==> config.mk <==
export PLATFORM = sky130hd
export DESIGN_NAME = alu_issue_ctrl
export DESIGN_NICKNAME = d
export VERILOG_FILES = /design/src/rtl/alu_issue_ctrl.sv
export SDC_FILE = /design/constraint.sdc
export NUM_CORES = 1
export LEC_CHECK = 0
export BUFFER_PORTS_ARGS = -buffer_cell sky130_fd_sc_hd__buf_2
export CAP_MARGIN = 0
export CELL_PAD_IN_SITES_DETAIL_PLACEMENT = 0
export CELL_PAD_IN_SITES_GLOBAL_PLACEMENT = 1
export CORE_AREA = 8 8 203 205
export DETAILED_ROUTE_END_ITERATION = 8
export DIE_AREA = 0 0 211 213
export PLACE_DENSITY_LB_ADDON = 0.1
export SYNTH_ARGS = -nofsm -noshare
export SYNTH_HDL_FRONTEND = slang
export SYNTH_SLANG_ARGS = --single-unit
==> constraint.sdc <==
create_clock -name clk -period 11.49 [get_ports clk]
set_clock_uncertainty 0.15 [all_clocks]
set_input_delay 2.8725 -clock clk [delete_from_list [all_inputs] [get_ports clk]]
set_output_delay 2.8725 -clock clk [all_outputs]
set_load 0.05 [all_outputs]
==> src/rtl/alu_issue_ctrl.sv <==
// alu_issue_ctrl: issue/retire controller placed in front of the combinational
// 64-bit ALU. It takes one command over a valid/ready handshake and registers
// the operands and opcode that drive the ALU. It then holds those inputs for
// EXEC_CYCLES cycles and captures result and flags into a response register,
// which has its own valid/ready handshake.
//
// Optional feature macro: ALU_ISSUE_DIV0_CHK_EN
//   When it is defined, a divide (opcode 3) with B == 0 returns result 0,
//   zero 1, sign 0 and err 1, and the ALU output is ignored.
//   When it is undefined, rsp_err stays 0 and ALU outputs are captured as-is.
//
// Parameter
//   EXEC_CYCLES  cycles the ALU inputs are held before capture (1..15)
// Ports
//   clk, rst                      clock, async active-high reset
//   cmd_valid/cmd_ready           command handshake (cmd_ready is combinational)
//   cmd_opcode, cmd_a, cmd_b      command payload
//   cmd_fwd_a                     use the last captured result[63:0] as operand A
//   alu_a, alu_b, alu_opcode      registered ALU inputs
//   alu_result, alu_zero, alu_sign  ALU outputs
//   rsp_valid/rsp_ready           response handshake
//   rsp_result, rsp_zero, rsp_sign, rsp_opcode, rsp_err  captured response
//   busy                          controller is not idle
module alu_issue_ctrl #(
  parameter int unsigned EXEC_CYCLES = 2
) (
  input  logic         clk,
  input  logic         rst,
  input  logic         cmd_valid,
  output logic         cmd_ready,
  input  logic [3:0]   cmd_opcode,
  input  logic [63:0]  cmd_a,
  input  logic [63:0]  cmd_b,
  input  logic         cmd_fwd_a,
  output logic [63:0]  alu_a,
  output logic [63:0]  alu_b,
  output logic [3:0]   alu_opcode,
  input  logic [127:0] alu_result,
  input  logic         alu_zero,
  input  logic         alu_sign,
  output logic         rsp_valid,
  input  logic         rsp_ready,
  output logic [127:0] rsp_result,
  output logic         rsp_zero,
  output logic         rsp_sign,
  output logic [3:0]   rsp_opcode,
  output logic         rsp_err,
  output logic         busy
);

  localparam int unsigned CNT_W  = 4;
  localparam int unsigned DATA_W = 64;
  localparam int unsigned RES_W  = 128;
  localparam int unsigned OP_W   = 4;
  localparam logic [CNT_W-1:0] CNT_LOAD = CNT_W'(EXEC_CYCLES - 1);
  localparam logic [OP_W-1:0]  OP_DIV   = OP_W'(3);

  typedef enum logic [1:0] {
    IDLE = 2'd0,
    EXEC = 2'd1,
    DONE = 2'd2
  } state_t;

  state_t             state_q, state_d;
  logic [CNT_W-1:0]   cnt_q, cnt_d;
  logic [DATA_W-1:0]  fwd_q;
  logic               err_q;
  logic               accept_c;
  logic               load_c;
  logic               capture_c;
  logic               rsp_clear_c;
  logic               div0_c;
  logic [RES_W-1:0]   cap_result_c;
  logic               cap_zero_c;
  logic               cap_sign_c;

  // Ready when idle, or when the held response is being handed off this edge.
  assign cmd_ready = ((state_q == IDLE) || ((state_q == DONE) && rsp_ready)) && !rst;
  assign accept_c  = cmd_valid && cmd_ready;
  assign busy      = (state_q != IDLE);

`ifdef ALU_ISSUE_DIV0_CHK_EN
  // The divisor checked is B as it enters the ALU; B is never forwarded.
  assign div0_c = (cmd_opcode == OP_DIV) && (cmd_b == DATA_W'(0));
`else
  assign div0_c = 1'b0;
`endif

  // Capture value: a flagged divide-by-zero overrides whatever the ALU produced.
  assign cap_result_c = err_q ? RES_W'(0) : alu_result;
  assign cap_zero_c   = err_q ? 1'b1 : alu_zero;
  assign cap_sign_c   = err_q ? 1'b0 : alu_sign;

  // State register.
  always_ff @(posedge clk or posedge rst) begin
    if (rst) begin
      state_q <= IDLE;
      cnt_q   <= CNT_W'(0);
    end else begin
      state_q <= state_d;
      cnt_q   <= cnt_d;
    end
  end

  // Next-state logic and datapath strobes.
  always_comb begin
    state_d     = state_q;
    cnt_d       = cnt_q;
    load_c      = 1'b0;
    capture_c   = 1'b0;
    rsp_clear_c = 1'b0;
    case (state_q)
      IDLE: begin
        if (accept_c) begin
          load_c  = 1'b1;
          cnt_d   = CNT_LOAD;
          state_d = EXEC;
        end
      end
      EXEC: begin
        if (cnt_q != CNT_W'(0)) begin
          cnt_d = cnt_q - CNT_W'(1);
        end else begin
          capture_c = 1'b1;
          state_d   = DONE;
        end
      end
      DONE: begin
        if (rsp_ready) begin
          rsp_clear_c = 1'b1;
          if (accept_c) begin
            load_c  = 1'b1;
            cnt_d   = CNT_LOAD;
            state_d = EXEC;
          end else begin
            state_d = IDLE;
          end
        end
      end
      default: state_d = IDLE;
    endcase
  end

  // Operand issue and response capture registers.
  always_ff @(posedge clk or posedge rst) begin
    if (rst) begin
      alu_a      <= DATA_W'(0);
      alu_b      <= DATA_W'(0);
      alu_opcode <= OP_W'(0);
      err_q      <= 1'b0;
      fwd_q      <= DATA_W'(0);
      rsp_valid  <= 1'b0;
      rsp_result <= RES_W'(0);
      rsp_zero   <= 1'b0;
      rsp_sign   <= 1'b0;
      rsp_opcode <= OP_W'(0);
      rsp_err    <= 1'b0;
    end else begin
      if (load_c) begin
        // In DONE, fwd_q already holds the response being handed off.
        alu_a      <= cmd_fwd_a ? fwd_q : cmd_a;
        alu_b      <= cmd_b;
        alu_opcode <= cmd_opcode;
        err_q      <= div0_c;
      end
      if (capture_c) begin
        rsp_valid  <= 1'b1;
        rsp_result <= cap_result_c;
        rsp_zero   <= cap_zero_c;
        rsp_sign   <= cap_sign_c;
        rsp_opcode <= alu_opcode;
        rsp_err    <= err_q;
        fwd_q      <= cap_result_c[DATA_W-1:0];
      end else if (rsp_clear_c) begin
        rsp_valid  <= 1'b0;
      end
    end
  end

endmodule

**Word-level counts from Yosys, hierarchy flattened**

Index checks and enable logic that the tools add are counted.

- Mux-type cells: 19
- Add/sub/neg operators: 1
- Reductions and logical operators: 12
- Shift operators: 0
- Bitwise logic cells: 0
- Multipliers: 0
- Div/mod/pow operators: 0
- Equality and inequality tests: 6
- Order comparisons: 0

Operator list:

| kind | number |
|---|---|
| $mux W64 | 1 |
| $mux W4 | 3 |
| $pmux W4 S3 | 1 |
| $mux W1 | 9 |
| $ne A2 B2 Y1 const B | 4 |
| $mux W2 | 3 |
| $pmux W2 S3 | 1 |
| $reduce_and A3 Y1 | 2 |
| $reduce_bool A2 Y1 | 2 |
| $reduce_bool A4 Y1 | 1 |
| $sub A4 B1 Y4 const B | 1 |
| $logic_and A1 B1 Y1 | 3 |
| $reduce_bool A3 Y1 | 1 |
| $eq A2 B1 Y1 const B | 1 |
| $eq A2 B2 Y1 const B | 1 |
| $logic_not A2 Y1 | 1 |
| $pmux W1 S2 | 1 |
| $logic_not A1 Y1 | 1 |
| $logic_or A1 B1 Y1 | 1 |

- Bits of input ports: 267
- Memories kept: 0
- Output and inout bits: 270
- Bits in read-only memories: 0
- Word-level logic and storage cells: 49
- Latch bits: 0
- Register bits after elaboration: 337
- Bits in writable memories: 0

**Depth between registers and ports, before layout**

Gate-level depths: netlist (run 1).

- Word-level depth: 8
- Depth in mapped cells: 7
- Depth with buffers taken out: 5

**Worst setup path after synthesis (run 1)**

OpenSTA, ideal clock, no wires.

- Path type: input to output
- From: input port rst
- To: output port cmd_ready
- Cell stages on the path: 2
- Data arrival time: 3.807 ns
- Slack: 4.661 ns
- Required time: 8.468 ns
- Cells stage by stage: or2_1 nor2_1

- Cells in the longest elaborated chain, start to end: 2

RTL lines:

| what | RTL line | RTL |
|---|---|---|
| start, declared | 28 | `input logic rst,` |
| $logic_not A1 Y1 (no line) | -- |  |
| $logic_and A1 B1 Y1 | 78 | `assign cmd_ready = ((state_q == IDLE) \|\| ((state_q == DONE) && rsp_ready)) && !rst;` |
| end, declared | 30 | `output logic cmd_ready,` |

No other way between the ends.

**Worst setup path after layout (run 1)**

Ends and elaborated chain as after synthesis.

==> impl_metrics.env, run 1 <==
export IMPL_run_status="complete, no violations"
export IMPL_cp_end_kind="primary output"
export IMPL_yosys_register_bits=273
export IMPL_antenna_found_initial=8
export IMPL_cts_resized_gates=0
export IMPL_netlist_top_cell_by_area="dfrtp_1"
export IMPL_synthAdderAreaFrac=0.00228
export IMPL_synth_simple_gate_area_frac=0.0103
export IMPL_postCtsSetupBuffers=0
export IMPL_clk_latency_ns=0.51
export IMPL_area_growth_pct=40.0
export IMPL_num_vias=7631
export IMPL_drc_errors=0
export IMPL_clk_path_buf_depth=3
export IMPL_layout_commonest_cell="buf_2"
export IMPL_ys_seq_area_frac=0.623
export IMPL_drv_cap=0
export IMPL_drtIter0Drc=281
export IMPL_synthTopCellsByArea="dfrtp_1 62%, mux2_2 27%, mux2_1 7.1%"
export IMPL_postLayoutSetupSlackWorst_ns=4.78
export IMPL_vias_per_cell=4.33
export IMPL_firstDrtPassIters=4
export IMPL_die_x_um=211
export IMPL_yosysWarnings=0
export IMPL_ios=537
export IMPL_min_path_type="register to register"
export IMPL_rsz0062_at_grt="false"
export IMPL_fin_crit_sh=0.584
export IMPL_die_area_um2=44900
export IMPL_synth_top_family_by_area="multiplexers"
export IMPL_crit_family="buffers and inverters"
export IMPL_dp_hpwl_um=27800
export IMPL_critPathBufInv=2
export IMPL_hp_start="alu_b[27]"
export IMPL_yosysTopAreaCellShare=0.623
export IMPL_fmax_mhz=149
export IMPL_cp_start_kind="primary input"
export IMPL_mostFrequentLayoutCells="534 x buf_2, 273 x dfrtp_1, 262 x mux2_2"
export IMPL_crit_arrival_ns=3.69
export IMPL_worstMarginPinSlew_ns=1.06
export IMPL_tns_ns=0
export IMPL_synthXorXnorAreaFrac=0
export IMPL_netlist_instances=674
export IMPL_required_ns=8.47
export IMPL_clock_sinks=273
export IMPL_crit_type="primary input to primary output"
export IMPL_tritoncts="done"
export IMPL_layout_drive_gt1_share=0.694
export IMPL_grt_ovfl_total=0
export IMPL_critPathSlowestCell="buf_2"
export IMPL_synthesis_area_um2=11000
export IMPL_path_clk_slew_ns=0.05
export IMPL_syn_nets=943
export IMPL_cp_cell_sequence="buf_2 > or2_1 > nor2_1 > buf_2"
export IMPL_core_um2=38100
export IMPL_nNetsFinal=1483
export IMPL_numCtsBuffers=35
export IMPL_crit_top_cell="buf_2"
export IMPL_die_h_um=213
export IMPL_cts_root_buf="clkbuf_16"
export IMPL_wl_per_cell_um=21.2
export IMPL_fillCellCount=3743
export IMPL_post_place_ws_ns=4.79
export IMPL_start_util=0.288
export IMPL_crit_start="rst"
export IMPL_ys_types=27
export IMPL_ant_nets=0
export IMPL_gp_congestion=0.764
export IMPL_period_needed_ns=6.71
export IMPL_synth_compound_area_frac=0.00525
export IMPL_finalWirelength_um=37400
export IMPL_portBuffers=535
export IMPL_setup_violations=0
export IMPL_finalHoldViolCount=0
export IMPL_grt_max_degree=149
export IMPL_relSlewSlack=0.294
export IMPL_synth_mux_area_frac=0.340
export IMPL_hold_buffers=0
export IMPL_worstReg2RegStart="state_q[0]"
export IMPL_grt_usage=0.160
export IMPL_grt_pass1_vias=8340
export IMPL_crit_path_max_incr_delay_ns=0.28
export IMPL_crit_fanout=3
export IMPL_h_tree_depth=2
export IMPL_maxSlewViolCount=0
export IMPL_grt_pass1_wl_um=54300
export IMPL_num_rows=72
export IMPL_syn_area_per_cell_um2=16.3
state kept, by name, indices dropped and copies added (netlist names):
signal / flops
alu_opcode: 4
rsp_sign: 1
alu_b: 64
rsp_zero: 1
rsp_opcode: 4
rsp_valid: 1
cnt_q: 4
alu_a: 64
state_q: 2
rsp_result: 128
per-layer routing:
layer | vias to the layer above | global-route usage | routed length [µm]
met3 | 61 | 0.0724 | 3770
met2 | 297 | 0.280 | 19100
met1 | 3778 | 0.170 | 13600
met4 | 8 | 0.0502 | 909
li1 | 3487 | - | -
met5 | - | 0 | 49
path summary, 6_finish.rpt:
kind / endpoint / slack, ns / cells past startpoint
worst max register to register: alu_a[2] / 8.15 / 5
worst min register to register: alu_b[27] / 0.33 / 1
worst max-delay path: cmd_ready / 4.78 / 4
max in group asynchronous: rsp_result[82] / 7.38 / 3
worst min-delay path: alu_b[27] / 0.33 / 1
min in group asynchronous: rsp_result[80] / 2.40 / 2
layout make-up:
cell class / instances / area (µm²) / share of cell area
diodes: 5 / 12.5 / 0.000814
clock buffers: 56 / 1100 / 0.0714
clock inverters: 6 / 80.1 / 0.00521
inverters: 6 / 30.0 / 0.00195
multi-input cells: 359 / 3940 / 0.256
flip-flops and latches: 273 / 6830 / 0.445
well taps: 518 / 648 / 0.0422
repair buffers: 539 / 2720 / 0.177
kinds of logic (layout without fill, tap and decap cells):
logic type | Yosys count | in the layout
other cells | 1 | 6
mux | 331 | 331
fa+ha+maj | 2 | 2
buf+inv | 42 | 607
compound gates | 9 | 9
simple gates | 16 | 16
flops | 273 | 273
cells in the mapped netlist (all sizes together):
cell	count
a21oi	1
buf	29
clkbuf	7
conb	1
dfrtp	273
ha	2
inv	6
mux2	331
nand2	1
nand2b	4
nand3	1
nor2	2
nor2b	2
nor3	2
nor3b	1
o21ai	4
o221ai	1
o22ai	1
o32ai	1
o41ai	1
or2	2
or4b	1
stage by stage:
step | instance area, µm² | utilization | hold slack, ns | std cells
after global routing | 15400 | 0.403 | 0.335 | 1759
after global placement | 14200 | 0.372 | 0.312 | 1695
after floorplan | 11000 | - | 0.349 | 674
after detailed placement | 14200 | 0.372 | 0.319 | 1695
final | 15400 | 0.403 | 0.326 | 1762
after CTS | 15300 | 0.403 | 0.332 | 1757
Power of run 1 is not shown: default switching activity piles up to over one toggle a cycle in this logic, so the estimate is an artifact.
==> inputs of run 2 (changes only) <==
--- a/config.mk
+++ b/config.mk
@@ -5,13 +5,14 @@
 export SDC_FILE = /design/constraint.sdc
 export NUM_CORES = 1
 export LEC_CHECK = 0
+export ABC_AREA = 1
 export BUFFER_PORTS_ARGS = -buffer_cell sky130_fd_sc_hd__buf_2
 export CAP_MARGIN = 0
 export CELL_PAD_IN_SITES_DETAIL_PLACEMENT = 0
 export CELL_PAD_IN_SITES_GLOBAL_PLACEMENT = 1
-export CORE_AREA = 8 8 203 205
+export CORE_AREA = 8 8 202 204
 export DETAILED_ROUTE_END_ITERATION = 8
-export DIE_AREA = 0 0 211 213
+export DIE_AREA = 0 0 210 212
 export PLACE_DENSITY_LB_ADDON = 0.1
 export SYNTH_ARGS = -nofsm -noshare
 export SYNTH_HDL_FRONTEND = slang
==> constraint.sdc (replaced) <==
create_clock -name clk -period 6.3 [get_ports clk]
set_clock_uncertainty 0.15 [all_clocks]
set_input_delay 1.575 -clock clk [delete_from_list [all_inputs] [get_ports clk]]
set_output_delay 1.575 -clock clk [all_outputs]
set_load 0.05 [all_outputs]
==> impl_metrics.env, run 2 <==
export IMPL_finalHoldViolCount=0
export IMPL_tns_ns=0
export IMPL_num_rows=72
export IMPL_cp_end_kind="primary output"
export IMPL_power_density_nw_per_um2=687
export IMPL_crit_top_cell="buf_2"
export IMPL_dp_hpwl_um=29600
export IMPL_wl_per_cell_um=17.8
export IMPL_final_util=0.407
export IMPL_tritoncts="done"
export IMPL_grt_usage=0.174
export IMPL_clk_latency_ns=0.49
export IMPL_placed_cell_area_um2=14200
export IMPL_ys_types=26
export IMPL_cp_start_kind="primary input"
export IMPL_clock_sinks=273
export IMPL_fmax_mhz=257
export IMPL_required_ns=4.58
export IMPL_postCtsSetupBuffers=0
export IMPL_relSlewSlack=0.174
export IMPL_yosys_register_bits=273
export IMPL_synthTopCellsByArea="dfrtp_1 61%, nand2_1 9.2%, o21ai_1 7.8%"
export IMPL_reg_largest_list="rsp_result (128), alu_a (64), alu_b (64)"
export IMPL_ys_seq_area_frac=0.611
export IMPL_run_status="complete, no violations"
export IMPL_cp_cell_sequence="buf_2 > nand2_1 > a21oi_1 > buf_2"
export IMPL_cts_resized_gates=0
export IMPL_synth_edff_count=0
export IMPL_p_total_w=0.0106
export IMPL_area_growth_pct=38.0
export IMPL_worstMarginPinSlew_ns=1.24
export IMPL_syn_area_per_cell_um2=9.54
export IMPL_die_x_um=210
export IMPL_portBuffers=535
export IMPL_postLayoutSetupSlackWorst_ns=2.40
export IMPL_drv_cap=0
export IMPL_finalWirelength_um=39700
export IMPL_post_place_ws_ns=2.41
export IMPL_drtIter0Drc=616
export IMPL_num_vias=9315
export IMPL_mostFrequentLayoutCells="534 x buf_2, 273 x nand2_1, 273 x dfrtp_1"
export IMPL_netlist_top_cell_by_area="dfrtp_1"
export IMPL_setup_violations=0
export IMPL_fin_crit_sh=0.619
export IMPL_grt_pass1_vias=9646
export IMPL_ant_nets=0
export IMPL_path_clk_slew_ns=0.06
export IMPL_period_needed_ns=3.90
export IMPL_final_area_um2=15400
export IMPL_synthFlopType="dfrtp_1"
export IMPL_grt_pass1_wl_um=60000
export IMPL_synthesis_area_um2=11200
export IMPL_die_area_um2=44500
export IMPL_grt_max_degree=269
export IMPL_start_util=0.295
export IMPL_gp_congestion=0.781
export IMPL_yosysWarnings=0
export IMPL_nNetsFinal=1954
export IMPL_crit_type="primary input to primary output"
export IMPL_crit_fanout=3
export IMPL_layout_drive_gt1_share=0.358
export IMPL_async_flop_share=1.00
export IMPL_crit_family="buffers and inverters"
export IMPL_ios=537
export IMPL_numCtsBuffers=35
export IMPL_synth_most_common_cell="nand2_1"
export IMPL_critPathSlowestCell="buf_2"
export IMPL_crit_arrival_ns=2.17
export IMPL_yosysTopAreaCellShare=0.611
export IMPL_ir_worst_vdd_mv=0.323
export IMPL_min_path_type="register to register"
export IMPL_firstDrtPassIters=4
export IMPL_h_tree_depth=2
export IMPL_largest_reg_flops=128
export IMPL_netlist_instances=1173
export IMPL_rsz0062_at_grt="false"
export IMPL_clk_path_buf_depth=3
export IMPL_layout_commonest_cell="buf_2"
export IMPL_grt_ovfl_total=0
export IMPL_largest_register="rsp_result"
export IMPL_vias_per_cell=4.16
export IMPL_synth_commonest_cells="274 x nand2_1, 273 x dfrtp_1, 202 x inv_1, 175 x o21ai_1, 89 x o21ai_0"
export IMPL_critPathBufInv=2
export IMPL_crit_path_max_incr_delay_ns=0.28
export IMPL_antenna_found_initial=14
export IMPL_syn_nets=1442
export IMPL_die_h_um=212
export IMPL_drc_errors=0
export IMPL_p_leak_nw=8.87
export IMPL_core_um2=37900
export IMPL_maxSlewViolCount=0
export IMPL_hold_buffers=0
export IMPL_cts_root_buf="clkbuf_16"
-- run 2: per-layer routing --
metal / track usage / wire length [µm] / share of wire / vias to the layer above
met5: 0 / 58 / 0.0015 / -
met4: 0.0476 / 874 / 0.022 / 10
met3: 0.0730 / 3820 / 0.096 / 61
met2: 0.297 / 19500 / 0.49 / 317
met1: 0.200 / 15500 / 0.39 / 4231
li1: - / - / - / 4696
-- run 2: area by class of cell --
cell class | count | area [µm²]
tap | 518 | 648
timing repair buffer | 541 | 2760
antenna | 10 | 25.0
clock inverter | 4 | 45.0
inverter | 204 | 769
fill | 4017 | 22500
multi-input combinational | 630 | 3200
clock buffer | 59 | 1160
sequential | 273 | 6830
-- run 2: final timing paths --
check                                       end        from  slack, ns  cells past startpoint
max in group asynchronous              alu_b[2]         rst       3.33                      4
min in group asynchronous             alu_a[38]         rst       1.25                      3
worst min-delay path                  alu_a[59]   alu_a[59]       0.33                      2
worst max-delay path                  cmd_ready   rsp_ready       2.40                      4
worst min register to register        alu_a[59]   alu_a[59]       0.33                      2
worst max register to register  rsp_result[126]  state_q[0]       3.48                      6
-- run 2: logic make-up (layout without fill, tap and decap cells) --
family / after synthesis / count (layout) / synth area share
buf+inv: 270 / 808 / 0.105
flops: 273 / 273 / 0.611
simple gates: 291 / 291 / 0.101
other cells: 1 / 11 / 0.000335
mux: 64 / 64 / 0.0573
xor+xnor: 1 / 1 / 0.000783
compound gates: 271 / 271 / 0.123
fa+ha+maj: 2 / 2 / 0.00224
-- run 2: worst reg2reg max path, delay by kind of cell, from the launching register on --
kind	cells	cell delay, ns
DFF	1	0.40
AOI/OAI and AO/OA	1	0.08
buffers and inverters	2	0.73
and+or+nand+nor	3	1.33
-- run 2: report_power, final --
part           total, W  leakage, nW  internal [W]  switching, W
Combinational   0.00546         4.89       0.00114       0.00433
Clock           0.00204        0.598       0.00129      0.000755
Sequential      0.00310         3.37       0.00261      0.000494
-- run 2: stage by stage --
stage / hold slack (ns) / std cells
3_3_place_gp: 0.311 / 2166
5_1_grt: 0.345 / 2236
6_report: 0.327 / 2239
3_5_place_dp: 0.318 / 2166
2_1_floorplan: 0.299 / 1173
4_1_cts: 0.332 / 2229
Power figures use the tool's default switching activity.
==> inputs of run 3 (changes only) <==
--- a/config.mk
+++ b/config.mk
@@ -5,14 +5,14 @@
 export SDC_FILE = /design/constraint.sdc
 export NUM_CORES = 1
 export LEC_CHECK = 0
-export ABC_AREA = 1
+export ABC_AREA = 0
 export BUFFER_PORTS_ARGS = -buffer_cell sky130_fd_sc_hd__buf_2
 export CAP_MARGIN = 0
 export CELL_PAD_IN_SITES_DETAIL_PLACEMENT = 0
 export CELL_PAD_IN_SITES_GLOBAL_PLACEMENT = 1
-export CORE_AREA = 8 8 202 204
+export CORE_AREA = 8 8 203 205
 export DETAILED_ROUTE_END_ITERATION = 8
-export DIE_AREA = 0 0 210 212
+export DIE_AREA = 0 0 211 213
 export PLACE_DENSITY_LB_ADDON = 0.1
 export SYNTH_ARGS = -nofsm -noshare
 export SYNTH_HDL_FRONTEND = slang
==> constraint.sdc (replaced) <==
create_clock -name clk -period 3.8 [get_ports clk]
set_clock_uncertainty 0.15 [all_clocks]
set_input_delay 0.95 -clock clk [delete_from_list [all_inputs] [get_ports clk]]
set_output_delay 0.95 -clock clk [all_outputs]
set_load 0.05 [all_outputs]
==> impl_metrics.env, run 3 (synthesized netlist as in run 1, its figures left out) <==
export IMPL_run_status="complete, no violations"
export IMPL_worstReg2RegStart="cnt_q[0]"
export IMPL_finalHoldViolCount=0
export IMPL_vias_per_cell=4.36
export IMPL_critPathSlowestCell="buf_2"
export IMPL_dp_hpwl_um=29500
export IMPL_crit_type="primary input to primary output"
export IMPL_num_vias=7738
export IMPL_required_ns=2.70
export IMPL_whs_ns=0.326
export IMPL_portBuffers=535
export IMPL_die_h_um=213
export IMPL_fmax_mhz=346
export IMPL_maxSlewViolCount=0
export IMPL_rsz0062_at_grt="false"
export IMPL_crit_family="simple AND/OR/NAND/NOR gates"
export IMPL_finalWirelength_um=37800
export IMPL_rrSetupSlack_ns=1.22
export IMPL_antenna_found_initial=16
export IMPL_crit_arrival_ns=1.79
export IMPL_ios=537
export IMPL_ant_nets=0
export IMPL_fin_crit_sh=0.761
export IMPL_crit_top_cell="buf_2"
export IMPL_area_growth_pct=41.9
export IMPL_crit_start="rst"
export IMPL_postLayoutSetupSlackWorst_ns=0.907
export IMPL_critPathBufInv=2
export IMPL_endpoint="cmd_ready"
export IMPL_mostFrequentLayoutCells="534 x buf_2, 273 x dfrtp_1, 262 x mux2_2"
export IMPL_firstDrtPassIters=4
export IMPL_start_util=0.288
export IMPL_h_tree_depth=2
export IMPL_cp_end_kind="primary output"
export IMPL_grt_max_degree=69
export IMPL_core_um2=38100
export IMPL_grt_pass1_vias=8475
export IMPL_grt_pass1_wl_um=55200
export IMPL_worstMarginPinSlew_ns=0.782
export IMPL_gp_congestion=0.765
export IMPL_ff2ff_path_depth=6
export IMPL_crit_fanout=3
export IMPL_die_area_um2=44900
export IMPL_largest_reg_flops=128
export IMPL_clk_latency_ns=0.52
export IMPL_grt_usage=0.164
export IMPL_tns_ns=0
export IMPL_drv_cap=0
export IMPL_hold_buffers=0
export IMPL_period_needed_ns=2.89
export IMPL_cp_num_cells=4
export IMPL_num_rows=72
export IMPL_numCtsBuffers=34
export IMPL_final_cells=1773
export IMPL_cts_resized_gates=0
export IMPL_cp_cell_sequence="buf_2 > or2_1 > nor2_1 > buf_2"
export IMPL_wl_per_cell_um=21.3
export IMPL_path_clk_slew_ns=0.06
export IMPL_drc_errors=0
export IMPL_setup_violations=0
export IMPL_min_path_type="register to register"
export IMPL_grt_ovfl_total=0
export IMPL_clk_path_buf_depth=3
export IMPL_largest_register="rsp_result"
export IMPL_postCtsSetupBuffers=0
export IMPL_layout_commonest_cell="buf_2"
export IMPL_cp_start_kind="primary input"
export IMPL_tritoncts="done"
export IMPL_clock_sinks=273
export IMPL_crit_path_max_incr_delay_ns=0.29
export IMPL_layout_drive_gt1_share=0.700
export IMPL_r2r_end="rsp_result[127]"
export IMPL_dp_cells=1707
export IMPL_die_x_um=211
export IMPL_relSlewSlack=0.477
export IMPL_post_place_ws_ns=0.902
export IMPL_cts_root_buf="clkbuf_16"
export IMPL_reg_largest_list="rsp_result (128), alu_a (64), alu_b (64)"
export IMPL_drtIter0Drc=183
export IMPL_nNetsFinal=1494
[run 3: layout make-up]
cell class	instances	area (µm²)
fillers	3749	22500
flip-flops and latches	273	6830
multi-input cells	359	3940
repair buffers	551	2910
clock buffers	48	1040
well taps	518	648
clock inverters	10	153
inverters	6	26.3
diodes	8	20.0
[run 3: per-stage QoR]
stage	util	instance area (µm²)
2_1_floorplan	-	11000
4_1_cts	0.408	15500
5_1_grt	0.408	15600
3_5_place_dp	0.377	14400
6_report	0.409	15600
3_3_place_gp	0.377	14400
[run 3: layer usage]
| layer | vias to the layer above | share of wire | GRT usage |
|---|---|---|---|
| met5 | - | 0.0028 | 0 |
| met4 | 16 | 0.024 | 0.0579 |
| met3 | 65 | 0.10 | 0.0779 |
| met2 | 316 | 0.51 | 0.287 |
| met1 | 3822 | 0.35 | 0.170 |
| li1 | 3519 | - | - |
[run 3: worst min-delay path by stage]
stage | depth (start not counted) | end | slack (ns) | startpoint
after floorplan | 1 | rsp_valid | 0.35 | state_q[1]
after global placement | 1 | alu_b[32] | 0.31 | alu_b[32]
after detailed placement | 1 | alu_b[61] | 0.32 | alu_b[61]
after CTS | 1 | alu_b[62] | 0.33 | alu_b[62]
after global routing | 1 | alu_b[27] | 0.34 | alu_b[27]
final | 1 | alu_b[22] | 0.33 | alu_b[22]
[run 3: worst reg2reg max path, stage by stage (launching register included)]
cell and delay (ns):
dfrtp_1 0.40, inv_1 0.11, ha_1 0.17, nor3b_2 0.56
nand2_8 0.37, buf_4 0.39, mux2_2 0.33
Power of run 3 is left out for the same reason.
